`src/rtl/pipe_cla_sub_32bit.sv`:
```
`default_nettype none
// ============================================================================
// Module   : pipe_cla_sub_32bit
// Purpose  : Two-stage pipelined 32-bit CLA subtractor (A - B - bin) with
//            borrow/zero/neg/ovf flags and valid/ready flow control.
// Revision : 1.0
// ============================================================================

module pipe_cla_sub_32bit_cla4 (
  input  logic [3:0] a_i,
  input  logic [3:0] b_i,
  input  logic       c_i,
  output logic [3:0] s_o,
  output logic       c_o
);
  logic [3:0] g;
  logic [3:0] p;
  logic [3:0] c;

  assign g = a_i & b_i;
  assign p = a_i ^ b_i;

  assign c[0] = c_i;
  assign c[1] = g[0] | (p[0] & c_i);
  assign c[2] = g[1] | (p[1] & g[0]) | (p[1] & p[0] & c_i);
  assign c[3] = g[2] | (p[2] & g[1]) | (p[2] & p[1] & g[0]) | (p[2] & p[1] & p[0] & c_i);
  assign c_o  = g[3] | (p[3] & g[2]) | (p[3] & p[2] & g[1]) | (p[3] & p[2] & p[1] & g[0])
              | (p[3] & p[2] & p[1] & p[0] & c_i);

  assign s_o = p ^ c;
endmodule

module pipe_cla_sub_32bit (
  input  logic        CLK,
  input  logic        RESETn,
  input  logic        in_valid,
  output logic        in_ready,
  input  logic [31:0] A,
  input  logic [31:0] B,
  input  logic        bin,
  output logic        out_valid,
  input  logic        out_ready,
  output logic [31:0] diff,
  output logic        bout,
  output logic        zero,
  output logic        neg,
  output logic        ovf
);
  logic        en1;
  logic        en2;

  logic [4:0]  c_lo;
  logic [15:0] nb_lo;
  logic [15:0] s1_dlo_d;

  logic        s1_valid_q;
  logic [15:0] s1_dlo_q;
  logic        s1_c16_q;
  logic [15:0] s1_ahi_q;
  logic [15:0] s1_bhi_q;

  logic [4:0]  c_hi;
  logic [15:0] nb_hi;
  logic [15:0] dhi_d;
  logic [31:0] diff_d;
  logic        ovf_d;

  logic        out_valid_q;
  logic [31:0] diff_q;
  logic        bout_q;
  logic        zero_q;
  logic        neg_q;
  logic        ovf_q;

  assign en2      = !out_valid_q || out_ready;
  assign en1      = !s1_valid_q || en2;
  assign in_ready = en1;

  // Subtraction as A + ~B + ~bin; carry-out of the top is the inverted borrow.
  assign nb_lo   = ~B[15:0];
  assign c_lo[0] = ~bin;

  for (genvar i = 0; i < 4; i++) begin : g_lo
    pipe_cla_sub_32bit_cla4 u_slice (
      .a_i (A[4*i +: 4]),
      .b_i (nb_lo[4*i +: 4]),
      .c_i (c_lo[i]),
      .s_o (s1_dlo_d[4*i +: 4]),
      .c_o (c_lo[i+1])
    );
  end

  assign nb_hi   = ~s1_bhi_q;
  assign c_hi[0] = s1_c16_q;

  for (genvar i = 0; i < 4; i++) begin : g_hi
    pipe_cla_sub_32bit_cla4 u_slice (
      .a_i (s1_ahi_q[4*i +: 4]),
      .b_i (nb_hi[4*i +: 4]),
      .c_i (c_hi[i]),
      .s_o (dhi_d[4*i +: 4]),
      .c_o (c_hi[i+1])
    );
  end

  assign diff_d = {dhi_d, s1_dlo_q};
  assign ovf_d  = (s1_ahi_q[15] != s1_bhi_q[15]) && (diff_d[31] != s1_ahi_q[15]);

  always_ff @(posedge CLK or negedge RESETn) begin
    if (!RESETn) begin
      s1_valid_q <= 1'b0;
      s1_dlo_q   <= '0;
      s1_c16_q   <= 1'b0;
      s1_ahi_q   <= '0;
      s1_bhi_q   <= '0;
    end else if (en1) begin
      s1_valid_q <= in_valid;
      if (in_valid) begin
        s1_dlo_q <= s1_dlo_d;
        s1_c16_q <= c_lo[4];
        s1_ahi_q <= A[31:16];
        s1_bhi_q <= B[31:16];
      end
    end
  end

  always_ff @(posedge CLK or negedge RESETn) begin
    if (!RESETn) begin
      out_valid_q <= 1'b0;
      diff_q      <= '0;
      bout_q      <= 1'b0;
      zero_q      <= 1'b0;
      neg_q       <= 1'b0;
      ovf_q       <= 1'b0;
    end else if (en2) begin
      out_valid_q <= s1_valid_q;
      if (s1_valid_q) begin
        diff_q <= diff_d;
        bout_q <= ~c_hi[4];
        zero_q <= (diff_d == 32'd0);
        neg_q  <= diff_d[31];
        ovf_q  <= ovf_d;
      end
    end
  end

  assign out_valid = out_valid_q;
  assign diff      = diff_q;
  assign bout      = bout_q;
  assign zero      = zero_q;
  assign neg       = neg_q;
  assign ovf       = ovf_q;
endmodule

`default_nettype wire
```
`config.mk`:
```
export PLATFORM = sky130hd
export DESIGN_NAME = pipe_cla_sub_32bit
export DESIGN_NICKNAME = d
export VERILOG_FILES = /design/src/rtl/pipe_cla_sub_32bit.sv
export SDC_FILE = /design/constraint.sdc
export NUM_CORES = 1
export LEC_CHECK = 0
export ABC_AREA = 0
export CAP_MARGIN = 20
export CORE_MARGIN = 2
export CORE_UTILIZATION = 25
export CTS_CLUSTER_DIAMETER = 30
export DETAILED_ROUTE_END_ITERATION = 12
export GPL_ROUTABILITY_DRIVEN = 0
export SKIP_CTS_REPAIR_TIMING = 1
export SYNTH_ARGS = -nofsm -noshare
export SYNTH_HDL_FRONTEND = slang
export SYNTH_SLANG_ARGS = --single-unit
export TNS_END_PERCENT = 100
```
`constraint.sdc`:
```
create_clock -name CLK -period 4.1 [get_ports CLK]
set_input_delay 0.82 -clock CLK [delete_from_list [all_inputs] [get_ports CLK]]
set_output_delay 0.82 -clock CLK [all_outputs]
set_load 0.005 [all_outputs]
```
Word-level counts from Yosys, hierarchy flattened
Index checks and enable logic that the tools add are counted.

storage, ports and cells
  input bits = 69
  word-level logic and storage cells = 257
  output and inout bits = 38
  bits in registers = 87

cells by class
  bitwise operators = 236
  reductions and logical operators = 8
  eq/ne operators = 2

operators with widths
  cell                 number
  $and A1 B1 Y1        128
  $or A1 B1 Y1         80
  $xor A4 B4 Y4        16
  $and A4 B4 Y4        8
  $logic_not A32 Y1    1
  $not A16 Y16         2
  $reduce_and A2 Y1    2
  $logic_not A1 Y1     2
  $logic_or A1 B1 Y1   2
  $ne A1 B1 Y1         2
  $not A1 Y1           2
  $logic_and A1 B1 Y1  1

Logic depth before layout (Yosys ltp)
Gate-level depths: netlist of run 1.

  depth in word-level cells = 16
  gate-level depth with buffers = 15
  gate-level depth less buffers = 15

Modules after synthesis
From an unflattened synthesis of run 1, not the netlist that was laid out.

unflattened totals
  cells, all modules = 337
  area, all modules = 4,563.1 sq um

by module, submodules not included
  module                   area each (sq um)  cells each  times used
  pipe_cla_sub_32bit       3,502.1            233         1
  pipe_cla_sub_32bit_cla4  132.6              13          8

Least setup slack after synthesis of run 1
OpenSTA, ideal clock, no wires.

  path type = reg-to-reg
  start point = reg s1_ahi_q[1]
  end point = reg zero_q, in the netlist zero
  library setup time = 0.076 ns
  slack = 1.215 ns
  data required time = 4.024 ns
  arrival time = 2.808 ns
  path buffers = 0
  cell stages (with the launch flop) = 15
  cell sequence = dfrtp_1 -> ha_1 -> o21ai_0 -> o21a_1 -> o31ai_2 -> o31a_4 -> a21o_2 -> a21oi_1 -> fa_1 -> xnor2_1 -> nor4_1 -> nand4_1 -> nor2_1 -> o221ai_1 -> o21ai_1

between the ends
  longest elaborated chain between the ends = 13
  elaborated cells between the ends (all ways) = 50

RTL lines
  what                                            RTL line    source
  from (decl)                                     59          logic [15:0] s1_ahi_q;
  from (signal assigned)                          121         s1_ahi_q <= A[31:16];
  $and A4 B4 Y4 or $xor A4 B4 Y4 (tied branches)  20, 21
  $and A1 B1 Y1, on equally long branches         27, 28
  $or A1 B1 Y1, or another cell as far along      27          assign c_o = g[3] | (p[3] & g[2]) | (p[3] & p[2] & g[1]) | (p[3] & p[2] & p[1] & g[0])
  $or A1 B1 Y1 or $and A1 B1 Y1 (tied branches)   27, 28
  $or A1 B1 Y1                                    28          | (p[3] & p[2] & p[1] & p[0] & c_i);
  $and A1 B1 Y1                                   28
  $or A1 B1 Y1                                    28
  $and A1 B1 Y1                                   28
  $or A1 B1 Y1                                    28
  $and A1 B1 Y1, on equally long branches         24, 25, 26
  $or A1 B1 Y1, on equally long branches          24, 25, 26
  $xor A4 B4 Y4                                   30          assign s_o = p ^ c;
  $logic_not A32 Y1 *                             140         zero_q <= (diff_d == 32'd0);
  to (signal assigned)                            140
  to (decl)                                       71          logic zero_q;

Mark *: on every way between the ends. The rest lies on a longest branch, timed or not.
A chain may end at the register's enable or synchronous reset.

Final worst setup path of run 1
  start point = reg s1_bhi_q[1]
  end point = reg zero_q, in the netlist zero

between the ends
  longest elaborated chain between the ends = 14
  elaborated cells between the ends (all ways) = 51

RTL lines
  what                                            RTL line    source
  from (decl)                                     60          logic [15:0] s1_bhi_q;
  from (signal assigned)                          122         s1_bhi_q <= B[31:16];
  $not A16 Y16 *                                  93          assign nb_hi = ~s1_bhi_q;
  $and A4 B4 Y4 or $xor A4 B4 Y4 (tied branches)  20, 21
  $and A1 B1 Y1, on equally long branches         27, 28
  $or A1 B1 Y1, or another cell as far along      27
  $or A1 B1 Y1 or $and A1 B1 Y1 (tied branches)   27, 28
  $or A1 B1 Y1                                    28
  $and A1 B1 Y1                                   28
  $or A1 B1 Y1                                    28
  $and A1 B1 Y1                                   28
  $or A1 B1 Y1                                    28
  $and A1 B1 Y1, on equally long branches         24, 25, 26
  $or A1 B1 Y1, on equally long branches          24, 25, 26
  $xor A4 B4 Y4                                   30
  $logic_not A32 Y1 *                             140

Marked as above.

==> run summary, run 1 <==
Fin util - 0.344
Top post-synthesis cells by area - dfrtp_1 (46%), mux2_2 (13%), ha_1 (8.5%), inv_1 (3.5%), fa_1 (3.4%)
CP Max Fanout - 5
Count leader, synth - dfrtp_1
Post-synth top area share - 0.458
Yosys warns - 0
Part of the Yosys area used for sequential elements - 0.458
Post-DR vias/cell - 4.44
Critical path type - flip-flop to flip-flop
Period utilization - 0.918
Ant. Diodes - 0
Tot Pwr - 3290 uW
CTS buffer count - 9
Slew headroom - 0.463
Max Freq - 0.266 GHz
Post-DR wirelength/cell - 14.3 um
Share of layout cells above drive strength 1 - 0.175
CP delay by family, top - compound AO/OA/AOI/OAI gates
Clock Latency Late Sink - 350 ps
Number of H-tree levels - 3
Die area - 19900 um2
Dominant register cell in the synthesized netlist - dfrtp_1
Largest net degree at the start of global routing - 63
Antenna violations before repair - 0
Buf/Inv on CP - 1
Clock skew - 4.81 ps
Crit-path slowest cell - nor4_1
Status - completed
Final WL - 11000 um
Initial core utilization - 0.253
Actual slew at the worst max-slew pin - 805 ps
Pleak - 0.00282 uW
Max cap viols - 0
Maximum clock path buffer count - 2
Drt first pass iters - 4
Syn_nets - 532
Asr flop ratio synth - 1.00
Core area - 18600 um2
# nets final - 640
Residual DRC - 0
Final hold vios - 0
Overall Global Routing Usage - 0.115
Placed cell areas - 6040 um2
Rows - 50
Final non-filler cell total - 770
Final Max Slew Viols - 0
Die H - 141 um
Critical-path cell list - inv_1, ha_1, o21ai_0, o21a_1, o31ai_2, o31a_4, a21o_2, a21oi_1, fa_1, xnor2_1, nor4_1, nand4_1, nor2_1, o221ai_1, o21ai_1
Largest stage delay on the critical path - 550 ps
Synth cell types - 49
Synth cell count leaders - dfrtp_1 (86), mux2_2 (53), inv_1 (44)
DIE WIDTH - 141 um
Pwr dens - 515 nW/um2
CP Data Required Time - 4380 ps
CP Capture Type - flip-flop
Vias in the first global route - 3550
Placed insts - 754
Final setup violation count - 0
CP Data Arrival Time - 4040 ps
DRT iter0 DRCs - 77
Top-level I/O count - 107
Number of port buffers - 106
Routed via count - 3415
Mean Syn Cell Area - 11.1 um2
Final ANT Viol Nets - 0
Setup TNS - 0 ps
Post-Synthesis Cells - 423
CTS Root Cell - clkbuf_16
Mapped Area - 4700 um2
CTS tree - built
Finished Cell Area - 6390 um2
Unrepaired setup endpoints after global routing - no
Area leader, netlist - dfrtp_1
#FFs+latches synth - 86
HPWL Detailed - 8660 um
CTS sink cnt - 86
Post-synth EDFFs - 0
Global route total overflow - 0
Clk pin slew, worst setup/hold paths - 60 ps
Period minus WS final - 3760 ps
Crit path launch type - flip-flop
Area added between synthesis and finish - 36.0%
VDD IR max - 0.000149 V
Global-route wire length before repair - 17800 um
Hold Path Class - flip-flop to flip-flop
## per-stage QoR
stage          setup slack (ps)  hold WS, ps
4_1_cts                     235          486
5_1_grt                    33.3          517
3_3_place_gp                381          465
3_5_place_dp                257          472
2_1_floorplan              1220          457
6_report                    338          482
## metal layers
metal  global-route usage  routed length (um)  vias up
met4               0.0595                 250        0
met2                0.190                5210       85
li1                     -                   -     1680
met3               0.0211                 446       14
met5                    0                   0        -
met1                0.144                5110     1636
## placed cells by master, fill, tap and decap left out, drive strengths merged, types with 4 or more instances in the layout
cell	count
a211oi	4
a21o	7
a21oi	15
buf	4
clkbuf	10
clkdlybuf4s50	105
dfrtp	86
fa	8
ha	32
inv	44
mux2	53
nand2	37
nand2b	5
nand4	4
nor2	12
nor3	7
nor4	5
o21a	5
o21ai	29
o31ai	8
xnor2	7
xor2	13
## logic make-up (layout without fill, tap and decap cells)
kind of cell,after synthesis,count (layout),synth area share
and+or+nand+nor,91,91,0.0958
xor gates and xnor gates,20,20,0.0373
DFF,86,86,0.458
adders and majority gates,40,40,0.119
muxes,53,53,0.127
buffers and inverters,56,169,0.0455
AOI/OAI and AO/OA,77,77,0.117
## path summary, 6_finish.rpt
path | startpoint | end | slack [ps] | cells after the start
worst min-delay path | diff[26] | diff[26] | 480 | 2
worst min register to register | diff[26] | diff[26] | 480 | 2
min in group asynchronous | RESETn | diff[17] | 560 | 1
worst max-delay path | s1_bhi_q[1] | zero | 340 | 15
max in group asynchronous | RESETn | diff[5] | 2730 | 2
worst max register to register | s1_bhi_q[1] | zero | 340 | 15
## report_power, final
part | switching, uW | leakage [uW] | internal, uW
combinational | 469 | 0.00162 | 653
sequential | 151 | 0.00103 | 1070
clock | 337 | 0.000172 | 610
## state kept, by name, indices dropped and copies added, names as in the netlist
register	flops
s1_ahi_q	16
diff	32
s1_bhi_q	16
ovf	1
out_valid	1
s1_valid_q	1
bout	1
s1_dlo_q	16
s1_c16_q	1
zero	1
## layout make-up
class	instances	area, um2
clock buffer	10	239
fill	1822	12200
tap	234	293
timing repair buffer	109	1090
sequential	86	2150
multi-input combinational	281	2340
inverter	44	165
clock inverter	6	109
## tightest hold or removal path: stages, from the launching register on
cell     delay (ps)
dfrtp_1         340
nand2_1          50
o21ai_0          60
Power figures use the tool's default switching activity.
==> run 2, diff against run 1 <==
- CELL_PAD_IN_SITES_DETAIL_PLACEMENT: default -> 1
- CELL_PAD_IN_SITES_GLOBAL_PLACEMENT: default -> 1
- CORE_MARGIN: 2 -> 1
- PLACE_DENSITY_LB_ADDON: default -> 0.1
==> run summary, run 2 (synthesis gave the netlist of run 1 again) <==
Hold Path Class - flip-flop to flip-flop (unchanged)
Initial core utilization - 0.258 (was 0.253)
Final setup violation count - 0 (unchanged)
Die H - 139 um (was 141 um)
DIE WIDTH - 139 um (was 141 um)
Area added between synthesis and finish - 36.3% (was 36.0%)
Drt first pass iters - 10 (was 4)
DRT iter0 DRCs - 113 (was 77)
Clock Latency Late Sink - 340 ps (was 350 ps)
Final non-filler cell total - 765 (was 770)
Largest net degree at the start of global routing - 61 (was 63)
Ant. Diodes - 0 (unchanged)
Tot Pwr - 3350 uW (was 3290 uW)
Finished Cell Area - 6400 um2 (was 6390 um2)
Fin util - 0.352 (was 0.344)
# nets final - 641 (was 640)
Most common cell after layout, fill and taps aside - clkdlybuf4s50_1 (unchanged)
CTS buffer count - 9 (unchanged)
Top-level I/O count - 107 (unchanged)
Final WL - 11600 um (was 11000 um)
Setup TNS - 0 ps (unchanged)
Failing checks - DRC
CTS sink cnt - 86 (unchanged)
Placed insts - 750 (was 754)
Crit path launch type - flip-flop (unchanged)
Clk pin slew, worst setup/hold paths - 60 ps (about the same)
Clock skew - 6.17 ps (was 4.81 ps)
Actual slew at the worst max-slew pin - 802 ps (was 805 ps)
Max Freq - 0.286 GHz (was 0.266 GHz)
Vias in the first global route - 3630 (was 3550)
FF/Latch Area - 2150 um2 (unchanged)
Fillers - 1974 (was 1822)
Number of H-tree levels - 3 (unchanged)
Unrepaired setup endpoints after global routing - no (unchanged)
Pwr dens - 523 nW/um2 (was 515 nW/um2)
Period utilization - 0.852 (was 0.918)
Number of port buffers - 106 (unchanged)
HPWL Detailed - 9000 um (was 8660 um)
VDD IR max - 0.000145 V (was 0.000149 V)
Most frequent cells in the layout - clkdlybuf4s50_1 (105), dfrtp_1 (86), mux2_2 (53), inv_1 (44), nand2_1 (35) (unchanged)
Post-DR vias/cell - 4.48 (was 4.44)
Slew headroom - 0.465 (was 0.463)
Pleak - 0.00282 uW (about the same)
Die area - 19400 um2 (was 19900 um2)
Final hold vios - 0 (unchanged)
Status - complete, but fails checks (was completed)
CP Max Fanout - 5 (unchanged)
CP Data Arrival Time - 3760 ps (was 4040 ps)
Residual DRC - 8 (was 0)
Overall Global Routing Usage - 0.130 (was 0.115)
Core area - 18200 um2 (was 18600 um2)
Critical path type - flip-flop to flip-flop (unchanged)
Max cap viols - 0 (unchanged)
Rows - 49 (was 50)
Global route total overflow - 0 (unchanged)
Routed via count - 3429 (was 3415)
CP Data Required Time - 4370 ps (was 4380 ps)
Placed cell areas - 6040 um2 (about the same)
Post-DR wirelength/cell - 15.2 um (was 14.3 um)
Largest register FFs - 32 (unchanged)
CTS Root Cell - clkbuf_16 (unchanged)
Share of layout cells above drive strength 1 - 0.175 (unchanged)
Antenna violations before repair - 0 (unchanged)
Period minus WS final - 3490 ps (was 3760 ps)
Global-route wire length before repair - 19500 um (was 17800 um)
CTS tree - built (unchanged)
CP Capture Type - flip-flop (unchanged)
Maximum clock path buffer count - 2 (unchanged)
Final ANT Viol Nets - 0 (unchanged)
Area taken by multi-input logic gates - 2340 um2 (unchanged)
Final Max Slew Viols - 0 (unchanged)
run 2: cell count changes in the layout (fill, tap and decap cells not counted), sizes merged:
cell and delta:
clkinv -3, clkinvlp +2, buf +1, bufinv +1, clkbuf -1
run 2: critical path, cell delays in order, from the launching register on:
cell and delay, ps:
dfrtp_1 390, ha_1 330, o21ai_0 140, o21a_1 220, o31ai_2 320, o31a_4 210
a21o_2 150, a21oi_1 80, fa_1 400, xnor2_1 190, nor4_1 380, nand4_1 160
nor2_1 140, o221ai_1 140, o21ai_1 150
run 2: per-stage QoR:
stage / hold slack, ps / worst slack (ps)
after CTS: 492 / 488
after global routing: 517 / 307
after global placement: 471 / 606
final: 483 / 609
after floorplan: 457 / 1220
after detailed placement: 478 / 532
run 2: worst paths after layout:
| kind | from | to | slack, ps | depth (start not counted) |
|---|---|---|---|---|
| setup / recovery | s1_ahi_q[1] | zero | 610 | 14 |
| hold / removal | diff[23] | diff[23] | 480 | 2 |
| setup reg to reg | s1_ahi_q[1] | zero | 610 | 14 |
| hold reg to reg | diff[23] | diff[23] | 480 | 2 |
| max in group asynchronous | RESETn | s1_dlo_q[9] | 2700 | 2 |
| min in group asynchronous | RESETn | s1_bhi_q[7] | 550 | 1 |
run 2: cell type report:
cell class / instances / area share
clock buffers: 9 / 0.0352
clock inverters: 6 / 0.0211
inverters: 44 / 0.0258
multi-input cells: 281 / 0.365
flip-flops and latches: 86 / 0.336
well taps: 229 / 0.0447
repair buffers: 110 / 0.172
run 2: power breakdown:
group          switching (uW)  internal (uW)  total, uW  leakage (uW)
Sequential                152           1070       1220       0.00103
Clock                     338            653        992      0.000168
Combinational             478            655       1130       0.00163
run 2: per-layer routing:
metal | vias to the layer above | share of wire | GRT usage
li1 | 1682 | - | -
met1 | 1661 | 0.48 | 0.168
met2 | 72 | 0.46 | 0.211
met3 | 14 | 0.040 | 0.0228
met4 | 0 | 0.020 | 0.0614
met5 | - | 0 | 0
==> RTL edit, RTL diff (config.mk and constraints of run 2) <==
Make the reset (`RESETn`) synchronous in 2 clocked blocks.
--- a/src/rtl/pipe_cla_sub_32bit.sv
+++ b/src/rtl/pipe_cla_sub_32bit.sv
@@ -107,5 +107,5 @@
   assign ovf_d  = (s1_ahi_q[15] != s1_bhi_q[15]) && (diff_d[31] != s1_ahi_q[15]);
 
-  always_ff @(posedge CLK or negedge RESETn) begin
+  always_ff @(posedge CLK) begin
     if (!RESETn) begin
       s1_valid_q <= 1'b0;
@@ -125,5 +125,5 @@
   end
 
-  always_ff @(posedge CLK or negedge RESETn) begin
+  always_ff @(posedge CLK) begin
     if (!RESETn) begin
       out_valid_q <= 1'b0;
Function: differs if RESETn is asserted again (counterexample within 4 cycles, from zero or initial values and one cycle with RESETn low); with RESETn held inactive, the same outputs for 4 cycles.
==> RTL edit against run 2 <==
Hold slack lost 0.028 ns. Global-route usage grew 2.3 points. Sequential cell count is the same. Sequential share of layout area shrank 5.6 points. Synthesized area shrank 4.5%. Register-to-register slack gained 0.19 ns. Worst setup slack gained 0.016 ns. First-iteration DRC count shrank 12%. Routed wire length grew 15%. Cell area shrank 4.0%. Count of clock-buffer cells in the layout is the same. Largest cell class unchanged.
Power is not compared: it rests on default switching activity, and its combinational part moved more than twofold at a synthesized area within 25%.
==> RTL edit: results (changes against run 2) <==
.. list-table::
   :header-rows: 1

   * - Metric
     - Value
   * - Cell area after placement
     - 5800 µm² (was 6040 µm²)
   * - Cells after synthesis
     - 560 (was 423)
   * - Data arrival time at the worst-slack endpoint
     - 3.67 ns (was 3.76 ns)
   * - Final nets
     - 767 (was 641)
   * - Fraction of layout instances using a drive strength above 1
     - 5.43% (was 17.5%)
   * - Worst reg-to-reg setup slack
     - 0.80 ns (was 0.61 ns)
   * - GRT met1 Usage
     - 21.4% (was 16.8%)
   * - Total number of vias
     - 4,093 (was 3,429)
   * - Wire length the detailed router placed on met1
     - 6.91 mm (was 5.60 mm)
   * - Async set or reset register ratio after synthesis
     - 0% (was 100%)
   * - Post-Route Hold Slack
     - 0.455 ns (was 0.483 ns)
   * - Routed wire length on met2
     - 5.63 mm (was 5.32 mm)
   * - Worst slack after detailed placement
     - 0.258 ns (was 0.532 ns)
   * - Clk_skew
     - 0.0106 ns (was 0.00617 ns)
   * - Sequential area share after synthesis
     - 38.4% (was 45.8%)
   * - Drt via density
     - 4.61 (was 4.48)
   * - Vias in the first global route
     - 4,160 (was 3,630)
   * - Most used standard cells in the synthesized netlist
     - sky130_fd_sc_hd__nand2_1 (114), sky130_fd_sc_hd__dfxtp_1 (86), sky130_fd_sc_hd__a21oi_1 (73), sky130_fd_sc_hd__inv_1 (46), sky130_fd_sc_hd__nor2_1 (36) (was sky130_fd_sc_hd__dfrtp_1 (86), sky130_fd_sc_hd__mux2_2 (53), sky130_fd_sc_hd__inv_1 (44), sky130_fd_sc_hd__nand2_1 (37), sky130_fd_sc_hd__ha_1 (32))
   * - Most frequent cell after synthesis
     - sky130_fd_sc_hd__nand2_1 (was sky130_fd_sc_hd__dfrtp_1)
   * - Pin count of the biggest net entering global routing
     - 42 (was 61)
   * - Destination of the worst hold path
     - diff[5]$_SDFFE_PN0P_ (was diff[23]$_DFFE_PN0P_)
   * - CP Max Fanout
     - 6 (was 5)
   * - Biggest area contributors in the synthesized netlist
     - sky130_fd_sc_hd__dfxtp_1 (38%), sky130_fd_sc_hd__nand2_1 (9.5%), sky130_fd_sc_hd__ha_1 (8.9%), sky130_fd_sc_hd__a21oi_1 (8.1%), sky130_fd_sc_hd__inv_1 (3.8%) (was sky130_fd_sc_hd__dfrtp_1 (46%), sky130_fd_sc_hd__mux2_2 (13%), sky130_fd_sc_hd__ha_1 (8.5%), sky130_fd_sc_hd__inv_1 (3.5%), sky130_fd_sc_hd__fa_1 (3.4%))
   * - Worst reg2reg endpoint
     - zero$_SDFFE_PN0P_ (was zero$_DFFE_PN0P_)
   * - HPWL Detailed
     - 10.7 mm (was 9.00 mm)
   * - Total Power
     - 2420 µW
   * - Number of placed cells counting well taps
     - 872 (was 750)
   * - # fillers
     - 2,071 (was 1,974)
   * - Result of the run
     - completed (was finished with violations)
[RTL edit: cell types whose count changed after synthesis, moves of 15 or more]
cell / delta
sky130_fd_sc_hd__dfxtp_1: +86
sky130_fd_sc_hd__nor2_1: +24
sky130_fd_sc_hd__clkbuf_1: +15
sky130_fd_sc_hd__nand2_1: +77
sky130_fd_sc_hd__dfrtp_1: -86
sky130_fd_sc_hd__mux2_2: -53
sky130_fd_sc_hd__a21oi_1: +61
[RTL edit: cell families after synthesis]
family | after synthesis | synth area share, %
compound gates | 142 | 20.0
xor+xnor | 16 | 3.12
fa+ha+maj | 40 | 12.5
buf+inv | 75 | 6.36
flops | 86 | 38.4
simple gates | 201 | 19.7
[RTL edit: critical path, cell delays in order]
cell and delay [ns]:
sky130_fd_sc_hd__clkdlybuf4s50_1 0.46, sky130_fd_sc_hd__inv_1 0.04, sky130_fd_sc_hd__ha_1 0.36, sky130_fd_sc_hd__a21oi_1 0.12, sky130_fd_sc_hd__a21boi_0 0.30, sky130_fd_sc_hd__o21a_1 0.21, sky130_fd_sc_hd__o31a_1 0.16, sky130_fd_sc_hd__o21ai_1 0.08
sky130_fd_sc_hd__a21boi_0 0.25, sky130_fd_sc_hd__nor2_1 0.09, sky130_fd_sc_hd__fa_1 0.38, sky130_fd_sc_hd__xor2_1 0.14, sky130_fd_sc_hd__nor2_1 0.05, sky130_fd_sc_hd__a21oi_1 0.15, sky130_fd_sc_hd__nor2_1 0.05
[RTL edit: layout make-up]
cell class / instances / area, µm² / share of cell area, %
clock inverters: 7 / 120 / 1.95
clock buffers: 9 / 225 / 3.66
repair buffers: 115 / 1140 / 18.6
inverters: 47 / 176 / 2.87
multi-input cells: 399 / 2480 / 40.4
flip-flops and latches: 86 / 1720 / 28.0
well taps: 225 / 282 / 4.58
